## src/rtl/tdm_mux_arbiter_pkg.sv

```systemverilog
// Shared constants and the round-robin pick helper for the TDM mux arbiter.
package tdm_mux_arbiter_pkg;

  localparam int N_REQ = 4;
  localparam int ADR_W = 2;

  localparam logic [0:0] ST_IDLE  = 1'b0;
  localparam logic [0:0] ST_GRANT = 1'b1;

  // First set request searching ptr, ptr+1, ... modulo N_REQ; descending loop so
  // the smallest offset from ptr is the last (winning) assignment.
  function automatic logic [ADR_W-1:0] rr_pick(input logic [N_REQ-1:0] req,
                                               input logic [ADR_W-1:0] ptr);
    logic [ADR_W-1:0] idx;
    rr_pick = ptr;
    for (int k = N_REQ-1; k >= 0; k--) begin
      idx = ptr + ADR_W'(k);
      if (req[idx]) rr_pick = idx;
    end
  endfunction

endpackage

```

## src/rtl/tdm_mux_arbiter_mux4_sel.sv

```systemverilog
// Existing 4:1 one-bit information multiplexer.
module mux4_sel
  import tdm_mux_arbiter_pkg::*;
(
  input  logic [N_REQ-1:0] inf_ul,
  input  logic [ADR_W-1:0] adr_ul,
  output logic             inf_raw
);

  assign inf_raw = inf_ul[adr_ul];

endmodule

```

## src/rtl/tdm_mux_arbiter.sv

```systemverilog
// Round-robin, burst-bounded arbiter owning the address of the 4:1 mux.
module tdm_mux_arbiter
  import tdm_mux_arbiter_pkg::*;
#(
  parameter int MAX_BURST = 8,
  parameter int CNT_W     = 4
) (
  input  logic             clk,
  input  logic             rst_n,
  input  logic             en,
  input  logic [N_REQ-1:0] req,
  input  logic [N_REQ-1:0] inf_ul,
  output logic [ADR_W-1:0] adr_ul,
  output logic [N_REQ-1:0] gnt,
  output logic             inf_izl,
  output logic             izl_valid,
  output logic             busy
);

  logic [0:0]       state;
  logic [ADR_W-1:0] ptr;
  logic [ADR_W-1:0] win;
  logic [CNT_W-1:0] cnt;
  logic             rel;
  logic             mux_raw;

  assign win = rr_pick(req, ptr);
  // Requester drop, burst limit and disable collapse into one release.
  assign rel = !req[adr_ul] || (cnt == CNT_W'(MAX_BURST)) || !en;

  always_ff @(posedge clk or negedge rst_n) begin
    if (!rst_n) begin
      state  <= ST_IDLE;
      adr_ul <= '0;
      gnt    <= '0;
      ptr    <= '0;
      cnt    <= '0;
    end else begin
      case (state)
        ST_IDLE: begin
          if (en && |req) begin
            adr_ul <= win;
            gnt    <= N_REQ'(1) << win;
            cnt    <= CNT_W'(1);
            ptr    <= win + ADR_W'(1);
            state  <= ST_GRANT;
          end
        end
        default: begin
          // adr_ul is left alone on release so the mux address never glitches.
          if (rel) begin
            gnt   <= '0;
            cnt   <= '0;
            state <= ST_IDLE;
          end else begin
            cnt <= cnt + CNT_W'(1);
          end
        end
      endcase
    end
  end

  mux4_sel u_mux (
    .inf_ul  (inf_ul),
    .adr_ul  (adr_ul),
    .inf_raw (mux_raw)
  );

  assign izl_valid = |gnt;
  assign busy      = (state == ST_GRANT);
  assign inf_izl   = mux_raw & izl_valid;

endmodule

```

## config.mk

```make
export PLATFORM = sky130hd
export DESIGN_NAME = tdm_mux_arbiter
export DESIGN_NICKNAME = d
export VERILOG_FILES = /design/src/rtl/tdm_mux_arbiter_pkg.sv /design/src/rtl/tdm_mux_arbiter_mux4_sel.sv /design/src/rtl/tdm_mux_arbiter.sv
export SDC_FILE = /design/constraint.sdc
export NUM_CORES = 1
export LEC_CHECK = 0
export ABC_AREA = 1
export BUFFER_PORTS_ARGS = -buffer_cell sky130_fd_sc_hd__buf_2
export CAP_MARGIN = 0
export CORE_ASPECT_RATIO = 0.8
export CORE_MARGIN = 4
export CORE_UTILIZATION = 45
export CTS_CLUSTER_SIZE = 28
export DETAILED_ROUTE_END_ITERATION = 8
export GPL_TIMING_DRIVEN = 0
export PLACE_DENSITY = 0.68
export SLEW_MARGIN = 15
export SYNTH_ARGS = -nofsm -noshare
export SYNTH_HDL_FRONTEND = slang
export SYNTH_SLANG_ARGS = --single-unit
export TNS_END_PERCENT = 10
```

## constraint.sdc

```tcl
create_clock -name clk -period 2.4 [get_ports clk]
set_input_delay 0 -clock clk [delete_from_list [all_inputs] [get_ports clk]]
set_output_delay 0 -clock clk [all_outputs]
set_load 0.005 [all_outputs]
```

==> results of run 1 <==
==> synthesized netlist by cell type, types with 2 or more instances <==
master / number / area share
nand2_1: 42 / 0.17
inv_1: 19 / 0.078
dfrtp_1: 13 / 0.36
ha_1: 2 / 0.027
nor2_1: 5 / 0.021
nand2_2: 8 / 0.055
o21ai_1: 2 / 0.011
o22ai_1: 3 / 0.021
inv_2: 3 / 0.012
nand3_2: 3 / 0.033
nand3_1: 10 / 0.055
o21ai_0: 7 / 0.038
a21oi_1: 4 / 0.022
nand4_1: 2 / 0.014
==> sequential cells by signal, indices dropped and copies added, names as in the netlist <==
register  count
adr_ul        2
cnt           4
ptr           2
gnt           4
busy          1
==> through the flow <==
stage	setup slack, ns	hold slack [ns]	std cells	power, mW
5_1_grt	0.782	0.162	180	1.52
4_1_cts	0.930	0.113	180	1.37
2_1_floorplan	1.06	-0.296	132	1.01
3_5_place_dp	0.944	-0.0955	175	1.22
6_report	0.925	0.124	180	1.36
3_3_place_gp	0.960	-0.101	175	1.21
==> critical path, stage by stage (launching register included) <==
cell and delay, ns:
dfrtp_1 0.38, buf_6 0.14, inv_6 0.07, nand2_1 0.05
nand2_1 0.09, nand2_1 0.07, nand2_1 0.07, nand2_1 0.06
nand2_2 0.07, nand2_2 0.05, nand2_2 0.08, nand2_4 0.07
nand3_2 0.08, nand3_2 0.07
==> final timing paths <==
kind,from,end,slack (ns),depth (start not counted)
min in group clk,en,cnt[1],0.12,5
worst min-delay path,rst_n,gnt[0],0.12,2
max in group asynchronous,rst_n,cnt[2],2.05,2
worst max-delay path,ptr[0],ptr[1],0.93,13
worst min register to register,gnt[1],gnt[1],0.52,2
worst max register to register,ptr[0],ptr[1],0.93,13
==> area by class of cell <==
cell class	count	area [um2]
clock inverters	1	5.00
plain buffers	1	11.3
inverters	24	96.3
well taps	24	30.0
fillers	180	833
clock buffers	3	22.5
flip-flops and latches	13	325
repair buffers	20	105
multi-input cells	94	480
==> cells by family after synthesis <==
group	share of synthesized area
AOI/OAI and AO/OA	0.0918
buffers and inverters	0.118
xor gates and xnor gates	0.0192
DFF	0.356
and+or+nand+nor	0.388
adders and majority gates	0.0274
==> power breakdown <==
part / internal [mW] / switching [mW] / total (mW)
combinational: 0.315 / 0.521 / 0.835
clock: 0.0619 / 0.0763 / 0.138
sequential: 0.298 / 0.0909 / 0.389
total: 0.675 / 0.688 / 1.36
==> routing by layer <==
layer / vias up / track usage / routed length [um]
li1: 465 / - / -
met1: 416 / 0.214 / 977
met2: 27 / 0.296 / 865
met3: 3 / 0.0450 / 132
met4: 0 / 0.0694 / 19
met5: - / 0 / 0
==> impl_metrics.toml, run 1 <==
[status]
status = "completed"

[final_layout]
nNetsFinal = 170
diodes = 0
final_common_cell = "nand2_1"
utilization = 0.564
drive_gt1_frac = 0.276
stdcell_area_mm2 = 0.00108
final_cell_mix = "nand2_1 (42), inv_1 (19), buf_2 (19)"
syn_to_final_growth_pct = 17.8

[floorplan]
die_area_mm2 = 0.00282
ioPinCount = 20
die_h_um = 48.3
die-width_um = 58.4
start_util = 0.478
fp.coreArea_mm2 = 0.00191
num_rows = 14

[detailed_routing]
drt.antenna.violating_nets = 0
routedWlPerCell_um = 11.1
route.final.wire_length_mm = 1.99
drc_errors = 0
avgViaCountPerCell = 5.06
drt_pass1_iterations = 4
vias = 911
drt_iter0_markers = 35

[grt]
grt_pass1_wl_mm = 3.66
grt_remaining_overflow = 0
grt_max_degree = 14
grt_pass1_vias = 867
grt_use_total = 0.173
antenna_found_initial = 0

[synthesis]
yosysWarnings = 0
seq_area_frac_synth = 0.356
synth_edf_count = 0
postSynthCellCount = 132
synth_ff_type = "dfrtp_1"
ys_async_sr_fraction = 1.00
netlist_area_um2 = 913
ys_ff_latch = 13
yosysUniqueCellTypes = 23
postSynthAreaPerCell_um2 = 6.92
syn_nets = 145

[timing]
tightest_slew_ns = 0.388
hold_viol = 0
max_freq_mhz = 678
rsz0062_at_grt = "false"
fin_crit_sh = 0.614
maxSlewViolCount = 0
setup_viol_count_final = 0
period_minus_slack_ns = 1.47
max_slew_margin = 0.739
fin_setup_tns_ns = 0
skew_ns = 0.00420

[clocking]
cts_tree = "done"
clock_path_buffers = 2
cts_hold_buf = 1
cts_resized = 0
clkTransAtPathRegs_ns = 0.08
insertion_delay_ns = 0.28
postCtsSetupRepairBufs = 0
cts_root_buf = "clkbuf_4"
htreeDepth = 1
cts_made_buffers = 3
cts_sinks = 13

[placed_design]
routabilityCongestion = 0.729
post_dp_cell_area_mm2 = 0.00104
dp_hpwl_mm = 1.62
port_buffers = 19

[setup_path]
crit_type = "flop to flop"
cp_max_fo = 9
worstPathArrival_ns = 1.65
cp_data_required_time_ns = 2.57
critPathCaptureType = "flop"
startpoint_type = "flop"

[power]
ir_drop_v = 0.000623
cellPowerDensity_mw_per_mm2 = 1270
p_leak_nw = 0.617

[worst_hold_path]
holdCritPathClass = "primary input to asynchronous set/reset pin"

[flow_run]
cap_violations = 0
No activity file was read; power rests on OpenSTA's default activity.
==> run 2, diff against run 1 <==
- clock period: 2.4 -> 1.4 ns (I/O delays scaled with it)
==> run 2 against run 1 <==
Net effect: the flow now finishes with violations (setup timing); sequential share of layout area decreased by 2.0 points; cell area grew 8.3%; cell count increased by 2.2%; power is 87% higher; register-to-register slack worse by 1.0 ns; sequential cell count stayed put; sequential power up 80%; critical path depth unchanged; wire length up 7.1%; worst hold slack gained 0.0057 ns; clock power grew 70%; critical path type unchanged; largest power group unchanged; highest routed layer unchanged.
==> impl_metrics.toml, run 2 (synthesis results as in run 1) <==
[final_layout]
regArea_um2 = 329
syn_to_final_growth_pct = 27.5
top_regs = "cnt: 4 flops, gnt: 4 flops"
nNetsFinal = 174
final_common_cell = "nand2_1"
n_fill_cell = 170
diodes = 0
drive_gt1_frac = 0.406
multi_input_area_um2 = 529
final_cell_mix = "nand2_1 (35), buf_2 (19), inv_1 (17)"

[grt]
antenna_found_initial = 0
grt_pass1_wl_mm = 3.68
grt_remaining_overflow = 0
grt_pass1_vias = 866
grt_max_degree = 14
grt_use_total = 0.174

[timing]
tightest_slew_ns = 0.301
fin_crit_sh = 1.06
skew_ns = 0.00485
worst_slack_ns = -0.0770
max_slew_margin = 0.799
period_minus_slack_ns = 1.48
fin_setup_tns_ns = -0.335
max_freq_mhz = 677
setup_viol_count_final = 6
hold_viol = 0
maxSlewViolCount = 0
rsz0062_at_grt = "true"

[clocking]
htreeDepth = 1
clkTransAtPathRegs_ns = 0.08
clock_path_buffers = 2
cts_tree = "done"
insertion_delay_ns = 0.28
cts_made_buffers = 3
cts_root_buf = "clkbuf_4"
cts_sinks = 13

[setup_path]
critical_path.cell_chain = "buf_6 > inv_8 > nand2_1 > nand2_1 > nand2_2 > nand2_1 > nand2_1 > nand2_2 > nand2_2 > nand2_2 > nand2_4 > nand3_2 > nand3_2"
worstPathArrival_ns = 1.65
cp_num_buf_inv = 2
cpPeakStageDelay_ns = 0.38
crit_type = "flop to flop"
cpMaxStageDelayCell = "dfrtp_1"
cp_max_fo = 8
critPathCaptureType = "flop"
crit_family = "simple AND/OR/NAND/NOR gates"
startpoint_type = "flop"
cp_data_required_time_ns = 1.57

[floorplan]
ioPinCount = 20
start_util = 0.478
die_area_mm2 = 0.00282
die-width_um = 58.4
fp.coreArea_mm2 = 0.00191
die_h_um = 48.3
num_rows = 14

[detailed_routing]
drt.antenna.violating_nets = 0
drc_errors = 0
drt_pass1_iterations = 4
routedWlPerCell_um = 11.6
vias = 926
drt_iter0_markers = 18
avgViaCountPerCell = 5.03
route.final.wire_length_mm = 2.14

[power]
ir_drop_v = 0.00123
p_leak_nw = 0.640
cellPowerDensity_mw_per_mm2 = 2190
clkPwrFrac = 0.092
fin_total_pwr_mw = 2.55
seq_power_share = 0.274
power.switching_mw = 1.28
p_int_mw = 1.27
combPwrFrac = 0.634
switching_share = 0.501

[status]
status = "complete, but fails checks"
violations = "setup timing"

[placed_design]
routabilityCongestion = 0.729
port_buffers = 19
dp_slack_ns = -0.0561
dp_hpwl_mm = 1.62

[worst_hold_path]
holdCritPathClass = "primary input to asynchronous set/reset pin"

[flow_run]
cap_violations = 0
[run 2: changes by cell type in the layout (fill, tap and decap cells not counted), sizes merged]
cell,previous run,this run
clkinv,2,1
inv,23,24
buf,20,24
[run 2: final timing paths]
check / start / end / slack (ns) / cells after the start
setup / recovery: ptr[0] / ptr[1] / -0.08 / 13
hold / removal: rst_n / gnt[0] / 0.13 / 2
setup reg to reg: ptr[0] / ptr[1] / -0.08 / 13
hold reg to reg: gnt[1] / gnt[1] / 0.53 / 2
max in group asynchronous: rst_n / cnt[0] / 1.02 / 2
min in group clk: en / cnt[1] / 0.14 / 5
[run 2: what timing repair did]
action                     CTS  global route
cloned                       0             0
hold buffers                 1             0
resized for setup            1            21
hold endpoints to repair    13             0
pin swaps                    1             8
setup endpoints to repair    6            14
setup buffers                1             3
[run 2: layout make-up]
type	count	area share
Multi-Input combinational cell	94	0.454
Sequential cell	13	0.282
Timing Repair Buffer	24	0.116
Inverter	24	0.0881
Tap cell	24	0.0258
Clock buffer	3	0.0193
Buffer	1	0.00967
Clock inverter	1	0.00430
[run 2: power groups by stage]
stage	Clock, mW	Combinational [mW]	Sequential [mW]
after floorplan	0	1.09	0.645
after global placement	0	1.40	0.664
after detailed placement	0	1.43	0.669
after CTS	0.245	1.47	0.663
after global routing	0.267	1.83	0.723
final	0.235	1.62	0.700
[run 2: through the flow]
stage                     area (um2)  utilization  hold WS, ns  std cells
after floorplan                  913            -       -0.296        132
after global routing            1160        0.610        0.162        184
after detailed placement        1040        0.544      -0.0955        175
after CTS                       1090        0.569        0.113        181
after global placement          1040        0.544       -0.101        175
final                           1160        0.610        0.130        184
[run 2: layer usage]
metal,global-route usage,vias up,share of wire
li1,-,472,-
met4,0.0694,0,0.0098
met2,0.294,21,0.46
met3,0.0450,4,0.064
met1,0.218,429,0.47
met5,0,-,0
==> run 3, diff against run 2 <==
- REMOVE_ABC_BUFFERS: not set -> 1
- clock period: 1.4 -> 1.7 ns (I/O delays scaled with it)
==> run 3 against run 2 <==
Net effect: the run now ends clean; die area stayed put; clock power decreased by 16%; sequential power shrank 16%; power down 26%; via count fell by 1.4%; maximum frequency up 0.35%; worst hold slack worse by 0.0065 ns; sequential share of layout area rose by 2.4 points; cell count decreased by 2.7%; global-route usage is 1.7 points lower; first-iteration DRC count rose by 11%.
==> impl_metrics.toml, run 3 (synthesis results as in run 1) <==
[timing]
max_slew_margin = 0.734
maxSlewViolCount = 0
skew_ns = 0.00323
tightest_slew_ns = 0.395
whs_ns = 0.123
worst_slack_ns = 0.228
setup_viol_count_final = 0
hold_viol = 0
fin_setup_tns_ns = 0
period_minus_slack_ns = 1.47
rsz0062_at_grt = "false"
max_freq_mhz = 679
fin_crit_sh = 0.866

[power]
fin_total_pwr_mw = 1.89
p_leak_nw = 0.610
ir_drop_v = 0.000862
cellPowerDensity_mw_per_mm2 = 1780

[clocking]
htreeDepth = 1
cts_root_buf = "clkbuf_4"
cts_sinks = 13
postCtsSetupRepairBufs = 0
clock_path_buffers = 2
insertion_delay_ns = 0.28
clkTransAtPathRegs_ns = 0.09
cts_tree = "done"
cts_made_buffers = 3

[detailed_routing]
route.final.wire_length_mm = 2.00
drt_iter0_markers = 20
drt.antenna.violating_nets = 0
routedWlPerCell_um = 11.2
routed-wl-met3_um = 144
wl_met1_um = 949
top_layer = "met3"
drt_pass1_iterations = 4
vias = 913
avgViaCountPerCell = 5.10
wl_met2_um = 909
drc_errors = 0

[final_layout]
n_fill_cell = 205
syn_to_final_growth_pct = 16.7
nNetsFinal = 169
stdcell_area_mm2 = 0.00107
final_cell_mix = "nand2_1 (42), inv_1 (19), buf_2 (19)"
diodes = 0
top_regs = "cnt: 4 flops, gnt: 4 flops"
drive_gt1_frac = 0.277
final_common_cell = "nand2_1"

[worst_hold_path]
hp-start = "en"
holdCritPathClass = "primary input to flop"

[status]
status = "completed"

[setup_path]
startpoint = "ptr[0]"
reg2reg_slack_ns = 0.23
startpoint_type = "flop"
worstPathArrival_ns = 1.64
cp_data_required_time_ns = 1.87
r2r-start = "ptr[0]"
critPathCaptureType = "flop"
critPathCapture = "ptr[1]"
r2r-end = "ptr[1]"
r2r_cells = 12
cp_max_fo = 9
crit_type = "flop to flop"

[placed_design]
port_buffers = 19
post_dp_cell_area_mm2 = 0.00103
dp_slack_ns = 0.128
dp_hpwl_mm = 1.60
routabilityCongestion = 0.738

[floorplan]
start_util = 0.478
die_area_mm2 = 0.00282
fp.coreArea_mm2 = 0.00191
ioPinCount = 20
num_rows = 14
die_h_um = 48.3
die-width_um = 58.4

[grt]
grt_remaining_overflow = 0
grt_max_degree = 14
antenna_found_initial = 0
grt_pass1_vias = 809
grt_use_total = 0.157
grt_pass1_wl_mm = 3.36

[flow_run]
cap_violations = 0
[run 3: cell count changes in the layout (fill, tap and decap cells not counted), sizes merged]
cell | before | now
buf | 24 | 19
clkinv | 1 | 2
inv | 24 | 23
[run 3: critical path: stages (launching register included)]
cell      delay [ns]
dfrtp_2         0.50
inv_6           0.11
nand2_1         0.07
nand2_1         0.08
nand2_1         0.07
nand2_2         0.07
nor2_1          0.04
nand2_1         0.05
nand2_1         0.06
nand2_2         0.10
clkinv_2        0.08
nand3_2         0.08
nand3_2         0.07
[run 3: report_power, final]
part / internal (mW) / total [mW] / switching (mW)
clock network: 0.0873 / 0.197 / 0.110
logic: 0.421 / 1.11 / 0.688
registers: 0.423 / 0.588 / 0.165
[run 3: metal layers]
| metal | GRT usage | vias to the layer above |
|---|---|---|
| met5 | 0 | - |
| met4 | 0.0278 | 0 |
| met3 | 0.0423 | 0 |
| met2 | 0.276 | 30 |
| met1 | 0.201 | 420 |
| li1 | - | 463 |
[run 3: what timing repair did]
action / in CTS / in global routing
endpoints found under the hold margin: 13 / 0
gates resized for setup: 0 / 1
hold buffers: 1 / 0
endpoints found under the setup margin: 0 / 1
[run 3: worst min-delay path by stage]
stage	endpoint	slack [ns]	depth (start not counted)
global placement	gnt[0]	-0.10	1
floorplan	adr_ul[0]	-0.30	0
finish	cnt[1]	0.12	5
detailed placement	gnt[0]	-0.09	1
global route	gnt[0]	0.15	2
CTS	cnt[1]	0.12	5
[run 3: area by class of cell]
type	count	area [um2]	area share
multi-input cells	94	480	0.451
flip-flops and latches	13	327	0.306
repair buffers	20	105	0.0986
inverters	24	96.3	0.0904
well taps	24	30.0	0.0282
clock buffers	3	22.5	0.0211
clock inverters	1	5.00	0.00469
[run 3: metrics by stage]
stage	cells	utilization
4_1_cts	179	0.558
3_5_place_dp	174	0.538
3_3_place_gp	174	0.538
6_report	179	0.558
5_1_grt	179	0.558
2_1_floorplan	131	-
